## config.mk

```make
export PLATFORM = sky130hd
export DESIGN_NAME = nvram_arbiter
export DESIGN_NICKNAME = d
export VERILOG_FILES = /design/src/rtl/nvram_pkg.sv /design/src/rtl/nvram_hps_latch.sv /design/src/rtl/nvram_arbiter.sv
export SDC_FILE = /design/constraint.sdc
export NUM_CORES = 1
export LEC_CHECK = 0
export ABC_AREA = 1
export CAP_MARGIN = 20
export CORE_MARGIN = 1
export CORE_UTILIZATION = 46
export DETAILED_ROUTE_END_ITERATION = 10
export PLACE_DENSITY = 0.79
export SYNTH_ARGS = -nofsm -noshare
export SYNTH_HDL_FRONTEND = slang
export SYNTH_SLANG_ARGS = --single-unit
```

## constraint.sdc

```tcl
create_clock -name clk -period 1.6 [get_ports clk]
set_clock_uncertainty 0.15 [all_clocks]
set_input_delay 0.32 -clock clk [delete_from_list [all_inputs] [get_ports clk]]
set_output_delay 0.32 -clock clk [all_outputs]
set_load 0.01 [all_outputs]
```

## src/rtl/nvram_pkg.sv

```systemverilog
// Shared types and defaults for the high-score NVRAM arbiter.
// Imported by the pending-request latch and the arbiter top.
package nvram_pkg;

    typedef enum logic [1:0] {
        IDLE    = 2'd0,
        WR      = 2'd1,
        RD      = 2'd2,
        RD_DATA = 2'd3
    } state_t;

    typedef enum logic {
        OWN_CPU = 1'b0,
        OWN_HPS = 1'b1
    } owner_t;

    localparam int STREAK_MAX_DEF = 2;

endpackage

```

## src/rtl/nvram_hps_latch.sv

```systemverilog
// Captures single-cycle HPS read/write pulses into a one-deep pending register.
// A pulse that arrives while a request is outstanding is dropped and flagged.
module nvram_hps_latch
    import nvram_pkg::*;
#(
    parameter int ADDR_W = 8,
    parameter int DATA_W = 4
) (
    input  logic              clk,
    input  logic              reset_n,
    input  logic              i_wr,
    input  logic              i_rd,
    input  logic [ADDR_W-1:0] i_addr,
    input  logic [DATA_W-1:0] i_din,
    input  logic              i_done,
    output logic              o_pend,
    output logic              o_we,
    output logic [ADDR_W-1:0] o_addr,
    output logic [DATA_W-1:0] o_din,
    output logic              o_ovf
);

    logic              r_pend;
    logic              r_we;
    logic [ADDR_W-1:0] r_addr;
    logic [DATA_W-1:0] r_din;
    logic              r_ovf;

    always_ff @(posedge clk) begin
        // NOTE: payload registers are reset along with the valid bit so nothing downstream ever sees X.
        if (!reset_n) begin
            r_pend <= 1'b0;
            r_we   <= 1'b0;
            r_addr <= '0;
            r_din  <= '0;
            r_ovf  <= 1'b0;
        end else if (r_pend) begin
            if (i_wr || i_rd) r_ovf <= 1'b1;
            if (i_done)       r_pend <= 1'b0;
        end else if (i_wr || i_rd) begin
            r_pend <= 1'b1;
            r_we   <= i_wr;
            r_addr <= i_addr;
            r_din  <= i_din;
        end
    end

    assign o_pend = r_pend;
    assign o_we   = r_we;
    assign o_addr = r_addr;
    assign o_din  = r_din;
    assign o_ovf  = r_ovf;

endmodule

```

## src/rtl/nvram_arbiter.sv

```systemverilog
// Arbitrates the single-port high-score NVRAM between the game CPU and the HPS
// ioctl path, sequences the RAM strobes and tracks a CPU-write dirty flag.
module nvram_arbiter
    import nvram_pkg::*;
#(
    parameter int ADDR_W     = 8,
    parameter int DATA_W     = 4,
    parameter int STREAK_MAX = STREAK_MAX_DEF
) (
    input  logic              clk,
    input  logic              reset_n,
    input  logic              cpu_req,
    input  logic              cpu_we,
    input  logic [ADDR_W-1:0] cpu_addr,
    input  logic [DATA_W-1:0] cpu_din,
    output logic [DATA_W-1:0] cpu_dout,
    output logic              cpu_ack,
    input  logic              hps_wr,
    input  logic              hps_rd,
    input  logic [ADDR_W-1:0] hps_addr,
    input  logic [DATA_W-1:0] hps_din,
    output logic [DATA_W-1:0] hps_dout,
    output logic              hps_wait,
    input  logic              hps_upload_done,
    output logic              hps_ovf,
    output logic [ADDR_W-1:0] mem_addr,
    output logic              mem_we,
    output logic [DATA_W-1:0] mem_wdata,
    input  logic [DATA_W-1:0] mem_rdata,
    output logic              dirty
);

    localparam int              SW         = $clog2(STREAK_MAX + 2);
    localparam logic [SW-1:0]   STREAK_TOP = SW'(STREAK_MAX);

    state_t            r_state;
    state_t            w_state_nxt;
    owner_t            r_owner;
    logic [SW-1:0]     r_streak;
    logic              r_cpu_ack;
    logic [DATA_W-1:0] r_cpu_dout;
    logic [DATA_W-1:0] r_hps_dout;
    logic [ADDR_W-1:0] r_mem_addr;
    logic              r_mem_we;
    logic [DATA_W-1:0] r_mem_wdata;
    logic              r_dirty;

    logic              w_hps_pend;
    logic              w_hps_we;
    logic [ADDR_W-1:0] w_hps_addr;
    logic [DATA_W-1:0] w_hps_din;
    logic              w_cpu_elig;
    logic              w_grant_cpu;
    logic              w_grant_hps;
    logic              w_grant_we;
    logic              w_done;
    logic              w_cpu_done;
    logic              w_hps_done;

    nvram_hps_latch #(
        .ADDR_W (ADDR_W),
        .DATA_W (DATA_W)
    ) u_hps_latch (
        .clk     (clk),
        .reset_n (reset_n),
        .i_wr    (hps_wr),
        .i_rd    (hps_rd),
        .i_addr  (hps_addr),
        .i_din   (hps_din),
        .i_done  (w_hps_done),
        .o_pend  (w_hps_pend),
        .o_we    (w_hps_we),
        .o_addr  (w_hps_addr),
        .o_din   (w_hps_din),
        .o_ovf   (hps_ovf)
    );

    // A request acked this cycle must not be granted again on the same level.
    assign w_cpu_elig = cpu_req && !r_cpu_ack;

    always_comb begin
        w_state_nxt = r_state;
        w_grant_cpu = 1'b0;
        w_grant_hps = 1'b0;
        w_grant_we  = 1'b0;
        w_done      = 1'b0;
        case (r_state)
            IDLE: begin
                if (w_hps_pend && (!w_cpu_elig || r_streak != STREAK_TOP)) w_grant_hps = 1'b1;
                else if (w_cpu_elig)                                        w_grant_cpu = 1'b1;
                w_grant_we = w_grant_hps ? w_hps_we : cpu_we;
                if (w_grant_hps || w_grant_cpu) w_state_nxt = w_grant_we ? WR : RD;
            end
            WR: begin
                w_state_nxt = IDLE;
                w_done      = 1'b1;
            end
            RD:      w_state_nxt = RD_DATA;
            RD_DATA: begin
                w_state_nxt = IDLE;
                w_done      = 1'b1;
            end
            default: w_state_nxt = IDLE;
        endcase
    end

    assign w_cpu_done = w_done && (r_owner == OWN_CPU);
    assign w_hps_done = w_done && (r_owner == OWN_HPS);

    always_ff @(posedge clk) begin
        if (!reset_n) begin
            r_state     <= IDLE;
            r_owner     <= OWN_CPU;
            r_streak    <= '0;
            r_cpu_ack   <= 1'b0;
            r_cpu_dout  <= '0;
            r_hps_dout  <= '0;
            r_mem_addr  <= '0;
            r_mem_we    <= 1'b0;
            r_mem_wdata <= '0;
            r_dirty     <= 1'b0;
        end else begin
            r_state   <= w_state_nxt;
            r_mem_we  <= 1'b0;
            r_cpu_ack <= w_cpu_done;
            if (w_grant_hps) begin
                r_owner    <= OWN_HPS;
                r_mem_addr <= w_hps_addr;
                r_mem_we   <= w_hps_we;
                if (w_hps_we) r_mem_wdata <= w_hps_din;
            end else if (w_grant_cpu) begin
                r_owner    <= OWN_CPU;
                r_mem_addr <= cpu_addr;
                r_mem_we   <= cpu_we;
                if (cpu_we) r_mem_wdata <= cpu_din;
            end
            if (w_grant_cpu)
                r_streak <= '0;
            else if (w_grant_hps && w_cpu_elig && r_streak != STREAK_TOP)
                r_streak <= r_streak + 1'b1;
            if (r_state == RD_DATA) begin
                if (r_owner == OWN_CPU) r_cpu_dout <= mem_rdata;
                else                    r_hps_dout <= mem_rdata;
            end
            // A CPU write completing on the same edge as upload_done keeps the flag set.
            if (w_cpu_done && r_state == WR) r_dirty <= 1'b1;
            else if (hps_upload_done)        r_dirty <= 1'b0;
        end
    end

    assign cpu_ack   = r_cpu_ack;
    assign cpu_dout  = r_cpu_dout;
    assign hps_dout  = r_hps_dout;
    assign hps_wait  = w_hps_pend;
    assign mem_addr  = r_mem_addr;
    assign mem_we    = r_mem_we;
    assign mem_wdata = r_mem_wdata;
    assign dirty     = r_dirty;

endmodule

```

==> results_dict.tcl <==
set metrics [dict create \
    die_h_microns 66.5 \
    total_power_mw 3.04 \
    synth-seq-cells 43 \
    viasPerCell 4.89 \
    detail-route-antenna-nets 0 \
    fill_cells 332 \
    slew_headroom_pct 75.6 \
    dr.first_iter.drc_count 154 \
    ys_top_cells_by_area "dfxtp_1, nor2_1, nand2_1" \
    seq_area_frac_synth_pct 45.0 \
    via_count 1899 \
    gp_congestion 0.886 \
    critPathKind "reg -> reg" \
    setup_violations 0 \
    vdd_drop_max_mv 0.672 \
    synth_warnings 0 \
    hold_viol_final 0 \
    wl_per_cell_microns 11.7 \
    netlist-cell-type-count 27 \
    synth_edf_count 0 \
    synth-main-ff-cell "dfxtp_1" \
    grt_use_total_pct 21.5 \
    cp_max_fo 12 \
    synthesis.area_sq_um 1910 \
    dieArea_sq_um 4420 \
    grt_setup_unrepaired "false" \
    grt_max_degree 22 \
    worstPathArrival_ns 1.54 \
    p_per_area_nw_per_um2 1090 \
    hp-class "reg -> reg" \
    final_common_cell "nor2_1" \
    grt_overflow 0 \
    fin_setup_tns_ns 0 \
    dp_cells 376 \
    fin_crit_ns 1.46 \
    cts_max_level 2 \
    cts_tree "yes" \
    grt_pass1_vias 1669 \
    syn_area_per_cell_sq_um 7.22 \
    multi_input_area_sq_um 885 \
    clock_tree.root_cell "clkbuf_8" \
    startpoint_type "flop" \
    worst_pin_slew_ns 0.366 \
    routed_wl_microns 4540 \
    regArea_sq_um 862 \
    clockBufferDepth 2 \
    final_cell_mix "nor2_1, dfxtp_1, nand2_1" \
    yosys.area.top_type_share_pct 45.0 \
    status "completed" \
    core-area_sq_um 4000 \
    syn_inst 265 \
    fin_crit_sh_pct 91.0 \
    cts_hold_buffers 0 \
    synth_area_leader_cell "dfxtp_1" \
    firstDrtPassIters 6 \
    async_flop_share_pct 0 \
    finalNonFillerCells 388 \
    drv_cap 0 \
    cts-buffers-inserted 5 \
    cellLeakagePower_nw 1.36 \
    fmaxAchievable_mhz 686 \
    design.portCount 60 \
    cts.clk_slew.worst_paths_ns 0.08 \
    slew_violations 0 \
    clock_latency_ns 0.30 \
    critPathRequiredTime_ns 1.68 \
    dp_hpwl_microns 3270 \
    die_x_microns 66.5 \
    initial_core_util_pct 47.9 \
    num_antenna_cells 0 \
    port_buffers 59 \
    synthesis.nets 301 \
    areaGrowthSynthToFinish_pct 45.9 \
    drc 0 \
    grt_antenna_before_repair 0 \
    worst_setup_path_end_kind "flop" \
    drive_gt1_share_pct 11.2 \
    nets 373 \
    grt_first_pass_wirelength_microns 7070 \
    num_rows 23 \
    clock-sinks 43 \
]
==> logic make-up (layout without fill, tap and decap cells) <==
kind of cell / Yosys count / in the layout / share of synthesized area [%]
and+or+nand+nor: 124 / 126 / 30.3
adders and majority gates: 1 / 1 / 0.653
AOI/OAI and AO/OA: 43 / 43 / 12.0
buffers and inverters: 54 / 125 / 12.1
DFF: 43 / 43 / 45.0
==> timing repair <==
item / 4_1_cts / 5_1_grt
resized for setup: 25 / 9
setup buffers: 0 / 2
gates cloned: 0 / 2
setup endpoints to repair: 24 / 15
pin swaps: 0 / 2
endpoints found under the hold margin: 0 / 0
==> cells in the mapped netlist, types with 2 or more instances <==
cell,n
a21oi_1,15
buf_2,4
buf_6,3
clkbuf_1,3
dfxtp_1,43
inv_1,39
inv_2,3
nand2_1,41
nand3_1,15
nand4_1,13
nand4_2,2
nor2_1,46
o21ai_0,24
==> metal layers <==
| metal | wire, microns | vias to the layer above | global-route usage, % | share of wire (%) |
|---|---|---|---|---|
| met2 | 2180 | 60 | 36.9 | 48 |
| met3 | 247 | 10 | 6.68 | 5.4 |
| li1 | - | 989 | - | - |
| met4 | 89 | 0 | 7.98 | 2.0 |
| met1 | 2020 | 840 | 24.9 | 45 |
| met5 | 0 | - | 0 | 0 |
==> stage by stage <==
step | util [%] | hold WS, ns | setup slack (ns) | area, sq um
2_1_floorplan | - | 0.274 | 0.211 | 1910
3_3_place_gp | 65.2 | 0.282 | -0.185 | 2610
3_5_place_dp | 65.2 | 0.286 | -0.256 | 2610
4_1_cts | 67.8 | 0.295 | 0.00404 | 2710
5_1_grt | 69.8 | 0.337 | 0.0219 | 2790
6_report | 69.8 | 0.294 | 0.143 | 2790
==> worst max-delay path: stages (launching register included) <==
cell and delay [ns]:
dfxtp_1 0.40, nor2_8 0.26, buf_4 0.21, nand4_1 0.14, nand2_1 0.10, nor2_1 0.04, nor2_1 0.09
==> state kept, by name, summed over array words and instances, names as in the netlist <==
name / flops
u_hps_latch.o_ovf: 1
mem_addr: 8
hps_dout: 4
r_state: 2
r_owner: 1
cpu_ack: 1
u_hps_latch.o_we: 1
cpu_dout: 4
r_streak: 2
u_hps_latch.o_pend: 1
u_hps_latch.o_addr: 8
dirty: 1
u_hps_latch.o_din: 4
mem_wdata: 4
mem_we: 1
==> layout make-up <==
class,instances,area share (%)
clock buffer,6,2.60
clock inverter,2,2.15
inverter,43,5.78
multi-input combinational,170,31.7
sequential,43,30.9
tap,50,2.24
timing repair buffer,74,24.7
==> path summary, 6_finish.rpt <==
kind | start | end | slack (ns) | depth (start not counted)
worst max-delay path | r_state[1] | mem_wdata[0] | 0.14 | 6
worst min-delay path | hps_dout[3] | hps_dout[3] | 0.29 | 2
worst max register to register | r_state[1] | mem_wdata[0] | 0.14 | 6
worst min register to register | hps_dout[3] | hps_dout[3] | 0.29 | 2
==> power by group <==
part           leakage, nW  switching, mW  internal [mW]  total, mW
Combinational        0.941          0.416          0.361      0.778
Sequential           0.355         0.0821           1.19       1.27
Clock               0.0654          0.365          0.624      0.988
(Power assumes the default switching activity.)
